File: src/rtl/pacman_pkg.sv
// Shared types and constants for the Pac-Man movement controller.
package pacman_pkg;

  typedef enum logic [2:0] {
    NONE  = 3'd0,
    UP    = 3'd1,
    DOWN  = 3'd2,
    LEFT  = 3'd3,
    RIGHT = 3'd4
  } dir_t;

  typedef enum logic [2:0] {
    IDLE      = 3'd0,
    PEND_REQ  = 3'd1,
    PEND_WAIT = 3'd2,
    HEAD_REQ  = 3'd3,
    HEAD_WAIT = 3'd4,
    EMIT      = 3'd5
  } state_t;

  localparam int MAZE_W       = 28;
  localparam int MAZE_H       = 31;
  localparam int DEF_START_X  = 13;
  localparam int DEF_START_Y  = 23;
  localparam int DEF_TUNNEL_Y = 14;

  // Raw joystick codes 5-7 carry no direction.
  function automatic dir_t to_dir(input logic [2:0] raw);
    dir_t d;
    case (raw)
      3'd1:    d = UP;
      3'd2:    d = DOWN;
      3'd3:    d = LEFT;
      3'd4:    d = RIGHT;
      default: d = NONE;
    endcase
    return d;
  endfunction

endpackage

File: src/rtl/pacman_step.sv
// Combinational neighbour-tile calculator with tunnel wrap and maze bounds check.
module pacman_step
  import pacman_pkg::*;
#(
  parameter int TUNNEL_Y = DEF_TUNNEL_Y
) (
  input  logic [4:0] cur_x,
  input  logic [4:0] cur_y,
  input  dir_t       dir,
  output logic [4:0] tgt_x,
  output logic [4:0] tgt_y,
  output logic       out_of_bounds
);

  logic [5:0] nx;
  logic [5:0] ny;
  logic       noDir;

  // Six-bit arithmetic lets a step off the low edge wrap to a large value that fails the bound test.
  always_comb begin
    nx    = {1'b0, cur_x};
    ny    = {1'b0, cur_y};
    noDir = 1'b0;
    case (dir)
      UP:      ny = ny - 6'd1;
      DOWN:    ny = ny + 6'd1;
      LEFT:    nx = nx - 6'd1;
      RIGHT:   nx = nx + 6'd1;
      default: noDir = 1'b1;
    endcase
    if (cur_y == 5'(TUNNEL_Y)) begin
      if (dir == LEFT && cur_x == 5'd0)
        nx = 6'(MAZE_W - 1);
      if (dir == RIGHT && cur_x == 5'(MAZE_W - 1))
        nx = 6'd0;
    end
  end

  assign tgt_x         = nx[4:0];
  assign tgt_y         = ny[4:0];
  assign out_of_bounds = noDir || (nx >= 6'(MAZE_W)) || (ny >= 6'(MAZE_H));

endmodule

File: src/rtl/pacman_mover.sv
// Per-tick movement FSM: tries the buffered turn, falls back to the current heading,
// and strobes the resulting tile to the position register.
module pacman_mover
  import pacman_pkg::*;
#(
  parameter int START_X  = DEF_START_X,
  parameter int START_Y  = DEF_START_Y,
  parameter int TUNNEL_Y = DEF_TUNNEL_Y
) (
  input  logic       clock,
  input  logic       reset,
  input  logic       tick,
  input  logic [2:0] dir_in,
  input  logic [4:0] cur_x,
  input  logic [4:0] cur_y,
  output logic       wall_req,
  output logic [4:0] wall_x,
  output logic [4:0] wall_y,
  input  logic       wall_rdata,
  output logic       valid,
  output logic [4:0] new_x,
  output logic [4:0] new_y,
  output logic       busy
);

  state_t     state_q,   state_d;
  dir_t       heading_q, heading_d;
  dir_t       pending_q, pending_d;
  logic [4:0] newX_q,    newX_d;
  logic [4:0] newY_q,    newY_d;
  logic [4:0] addrX_q,   addrX_d;
  logic [4:0] addrY_q,   addrY_d;
  logic       oob_q,     oob_d;

  dir_t       reqDir;
  dir_t       dirIn;
  logic [4:0] stepX;
  logic [4:0] stepY;
  logic       stepOob;
  logic       tileOpen;

  assign dirIn    = to_dir(dir_in);
  assign reqDir   = (state_q == PEND_REQ) ? pending_q : heading_q;
  assign tileOpen = !wall_rdata && !oob_q;

  pacman_step #(.TUNNEL_Y(TUNNEL_Y)) u_step (
    .cur_x         (cur_x),
    .cur_y         (cur_y),
    .dir           (reqDir),
    .tgt_x         (stepX),
    .tgt_y         (stepY),
    .out_of_bounds (stepOob)
  );

  always_ff @(posedge clock) begin
    if (reset) begin
      state_q   <= IDLE;
      heading_q <= LEFT;
      pending_q <= NONE;
      newX_q    <= 5'(START_X);
      newY_q    <= 5'(START_Y);
      addrX_q   <= 5'(START_X);
      addrY_q   <= 5'(START_Y);
      oob_q     <= 1'b0;
    end else begin
      state_q   <= state_d;
      heading_q <= heading_d;
      pending_q <= pending_d;
      newX_q    <= newX_d;
      newY_q    <= newY_d;
      addrX_q   <= addrX_d;
      addrY_q   <= addrY_d;
      oob_q     <= oob_d;
    end
  end

  // Promotion of the pending turn takes priority over a fresh joystick load on the same edge.
  always_comb begin
    state_d   = state_q;
    heading_d = heading_q;
    pending_d = pending_q;
    newX_d    = newX_q;
    newY_d    = newY_q;
    addrX_d   = addrX_q;
    addrY_d   = addrY_q;
    oob_d     = oob_q;
    wall_req  = 1'b0;
    valid     = 1'b0;

    if (dirIn != NONE)
      pending_d = dirIn;

    case (state_q)
      IDLE: begin
        if (tick)
          state_d = PEND_REQ;
      end
      PEND_REQ, HEAD_REQ: begin
        wall_req = 1'b1;
        addrX_d  = stepX;
        addrY_d  = stepY;
        oob_d    = stepOob;
        state_d  = (state_q == PEND_REQ) ? PEND_WAIT : HEAD_WAIT;
      end
      PEND_WAIT: begin
        if (tileOpen) begin
          heading_d = pending_q;
          pending_d = NONE;
          newX_d    = addrX_q;
          newY_d    = addrY_q;
          state_d   = EMIT;
        end else begin
          state_d = HEAD_REQ;
        end
      end
      HEAD_WAIT: begin
        if (tileOpen) begin
          newX_d  = addrX_q;
          newY_d  = addrY_q;
          state_d = EMIT;
        end else begin
          state_d = IDLE;
        end
      end
      EMIT: begin
        valid   = 1'b1;
        state_d = IDLE;
      end
      default: state_d = IDLE;
    endcase
  end

  assign wall_x = wall_req ? stepX : addrX_q;
  assign wall_y = wall_req ? stepY : addrY_q;
  assign new_x  = newX_q;
  assign new_y  = newY_q;
  assign busy   = (state_q != IDLE);

endmodule

File: config.mk
export PLATFORM = sky130hd
export DESIGN_NAME = pacman_mover
export DESIGN_NICKNAME = d
export VERILOG_FILES = /design/src/rtl/pacman_pkg.sv /design/src/rtl/pacman_step.sv /design/src/rtl/pacman_mover.sv
export SDC_FILE = /design/constraint.sdc
export NUM_CORES = 1
export LEC_CHECK = 0
export ABC_AREA = 1
export BUFFER_PORTS_ARGS = -buffer_cell sky130_fd_sc_hd__buf_2
export CAP_MARGIN = 20
export CELL_PAD_IN_SITES_DETAIL_PLACEMENT = 2
export CELL_PAD_IN_SITES_GLOBAL_PLACEMENT = 2
export CORE_UTILIZATION = 23
export DETAILED_ROUTE_END_ITERATION = 8
export PLACE_DENSITY = 0.63
export SYNTH_ARGS = -nofsm -noshare
export SYNTH_HDL_FRONTEND = slang
export SYNTH_HIERARCHICAL = 1
export SYNTH_SLANG_ARGS = --single-unit
File: constraint.sdc
create_clock -name clock -period 5.25 [get_ports clock]
set_clock_uncertainty 0.05 [all_clocks]
set_input_delay 1.05 -clock clock [delete_from_list [all_inputs] [get_ports clock]]
set_output_delay 1.05 -clock clock [all_outputs]
set_load 0.01 [all_outputs]
==> results.yml <==
placed_design:
  place_congestion: 0.761
  dp.cells: 478
  port_buffers: 39
  dp_hpwl_um: 5440
  pre_cts_ws_ps: 1020
clocking:
  cts_sinks: 30
  cts_buffer_depth: 2
  clkLatencyLatePin_ps: 280
  clk_pin_slew_ps: 70
  cts_tree: "done"
  cts-root-buf: "clkbuf_8"
  post_cts_resized: 0
  cts_inserted_buffers: 5
  cts_max_level: 2
  ctsHoldBuffers: 0
  cts_setup_buffers: 0
hold_path:
  min_path_type: "register to register"
  worst_hold_startpoint: "new_x[2]"
  min_path_cells: 2
  holdPathEnd: "new_x[2]"
power:
  peakVddDrop_mv: 0.0916
  p_clk_share_pct: 25.2
  power_switching_mw: 0.371
  swShare_pct: 40.6
  p_per_area_mw_per_mm2: 358
  p_leak_nw: 1.33
  internal-power_mw: 0.543
  combPwrFrac_pct: 44.7
  seq_power_share_pct: 30.1
sta:
  finalHoldViolations: 0
  fmax_mhz: 221
  setup_slack_ps: 728
  max_slew.worst_pin.slew_ps: 751
  drv_slew: 0
  min_period_ps: 4520
  rsz0062_at_grt: "false"
  period_share_pct: 86.1
  slew_headroom_pct: 49.8
  tns_ps: 0
  finalSetupViolations: 0
drt:
  drt_first_pass_iters: 4
  drt_iter0_markers: 38
  wl_per_cell_um: 13.6
  vias: 2187
  wirelength_um: 6610
  via_per_inst: 4.50
  drc: 0
  drtAntennaViolNets: 0
setup_path:
  slowest_stage: "o21ai_0"
  reg2reg_depth: 15
  crit_arrival_ps: 3420
  r2r-end: "oob_q"
  worst-path-max-fanout: 7
  cp-start-kind: "register"
  cp-end-kind: "primary output"
  slowest_delay_ps: 540
  critPathKind: "register to primary output"
  cp.required_ps: 4150
  path_cells: "nand3_1 -> o21ai_0 -> inv_1 -> nor3_1 -> inv_1 -> fa_1 -> xor2_1 -> nand2_1 -> nand2_1 -> nand2_1 -> and2_1 -> inv_1 -> buf_2"
  ff2ff_setup_slack_ps: 1900
  r2r-start: "state_q[0]"
cells_and_area:
  fin_cells: 486
  n_antenna_cell: 0
  finalNetCount: 402
  syn_to_final_growth_pct: 18.1
  layout-drive-gt1-share_pct: 22.7
  utilization_pct: 27.9
global_route:
  antenna_found_initial: 0
  gr-total-overflow: 0
  grt_pass1_vias: 2285
  grtUsageTotal_pct: 14.2
  grt_max_degree: 24
  grt_pass1_wl_um: 11200
synth:
  synth_nets: 363
  syn_area_mm2: 0.00216
  post_synth.cell_area_avg_um2: 6.45
  async_flop_share_pct: 0
  synth-edff-count: 0
  seq_area_frac_synth_pct: 27.8
  synth_seq_cells: 30
  ys.flop_type: "dfxtp_1"
  synthDistinctLibCells: 36
  yosysWarnings: 6
  postSynthCellCount: 335
floorplanning:
  die_h_um: 99.0
  initial_core_util_pct: 23.6
  core-area_mm2: 0.00915
  die_area_mm2: 0.00979
  rows: 35
  io_pins: 40
  die_x_um: 99.0
run:
  cap_viol_max_count: 0
run_status:
  outcome: "finished, final reports clean"
-- cells in the final DEF (no fill, tap or decap) --
cell,count
a21oi_1,14
a31oi_1,2
and2_1,5
and2_4,2
buf_2,39
bufinv_16,1
clkbuf_8,5
clkinv_2,2
dfxtp_1,30
fa_1,2
ha_1,9
inv_1,38
inv_2,10
nand2_1,98
nand2_2,5
nand2_4,1
nand2_8,1
nand3_1,33
nand3_2,4
nand3b_1,1
nand4_1,4
nor2_1,32
nor2_2,4
nor2_4,4
nor3_1,5
o211ai_1,2
o21a_1,1
o21ai_0,8
o21ai_1,1
o21ai_2,5
or2_0,1
or2_1,1
or2_2,2
xnor2_1,1
xor2_1,2
-- worst max path at each step --
| stage | from | endpoint | cells past startpoint |
|---|---|---|---|
| after CTS | state_q[2] | wall_y[2] | 14 |
| final | state_q[0] | wall_y[2] | 13 |
| after detailed placement | state_q[2] | wall_y[2] | 14 |
| after global placement | state_q[2] | wall_y[4] | 14 |
| after global routing | state_q[0] | wall_y[4] | 14 |
| after floorplan | state_q[2] | wall_y[3] | 16 |
-- routing by layer --
layer  up-vias  global-route usage [%]  routed length [um]
li1       1129                       -                   -
met1      1026                    18.2                3240
met2        27                    25.1                3210
met3         5                    1.49                 109
met4         0                    4.13                  60
met5         -                       0                   0
-- critical path, delay by kind of cell, from the launching register on --
family / cells / cell delay (ps)
AOI/OAI and AO/OA: 1 / 540
xor gates and xnor gates: 1 / 240
adders and majority gates: 1 / 440
buffers and inverters: 4 / 470
DFF: 1 / 510
and+or+nand+nor: 6 / 940
-- metrics by stage --
step | hold slack [ps] | cell area, um2 | total power, mW
2_1_floorplan | 392 | 2160 | 0.577
3_3_place_gp | 391 | 2440 | 0.687
3_5_place_dp | 400 | 2440 | 0.698
4_1_cts | 419 | 2550 | 0.933
5_1_grt | 438 | 2550 | 0.996
6_report | 408 | 2550 | 0.914
-- power groups by stage --
stage | logic, mW | registers [mW] | clock network [mW]
after global placement | 0.408 | 0.280 | 0
after floorplan | 0.302 | 0.275 | 0
after global routing | 0.467 | 0.279 | 0.249
after CTS | 0.420 | 0.276 | 0.237
final | 0.408 | 0.275 | 0.231
after detailed placement | 0.418 | 0.281 | 0
-- cells by family (layout without fill, tap and decap cells) --
family | Yosys count | in the layout | synth area share, %
AND/OR/NAND/NOR | 203 | 203 | 44.3
XOR/XNOR | 3 | 3 | 1.22
adder cells (fa/ha/maj) | 11 | 11 | 7.06
flip-flops | 30 | 30 | 27.8
AO/OA/AOI/OAI | 33 | 33 | 8.97
buffers and inverters | 55 | 95 | 10.7
-- synth_stat cells, types with 2 or more instances --
master	count	share of area, %
nand2_1	98	17
inv_1	38	6.6
nand3_1	33	7.6
nor2_1	32	5.6
dfxtp_1	30	28
a21oi_1	14	3.2
inv_2	10	1.7
ha_1	9	5.2
o21ai_0	8	1.9
and2_1	5	1.4
nand2_2	5	1.4
nor3_1	5	1.2
o21ai_2	5	2.0
nand3_2	4	1.9
nand4_1	4	1.2
nor2_2	4	1.2
nor2_4	4	2.1
a31oi_1	2	0.58
and2_4	2	0.81
buf_2	2	0.46
buf_6	2	1.0
fa_1	2	1.9
o211ai_1	2	0.69
or2_2	2	0.58
xor2_1	2	0.81
-- layout make-up --
class,instances,area (um2)
Clock inverter,3,40.0
Sequential cell,30,601
Timing Repair Buffer,39,195
Multi-Input combinational cell,250,1330
Tap cell,111,139
Inverter,48,180
Clock buffer,5,68.8
Fill cell,1154,6600
-- state kept, by name, summed over array words and instances, names as in the netlist --
signal / flops
addrY_q: 5
pending_q: 3
state_q: 3
heading_q: 3
oob_q: 1
addrX_q: 5
new_x: 5
new_y: 5
No activity file was read; power rests on OpenSTA's default activity.
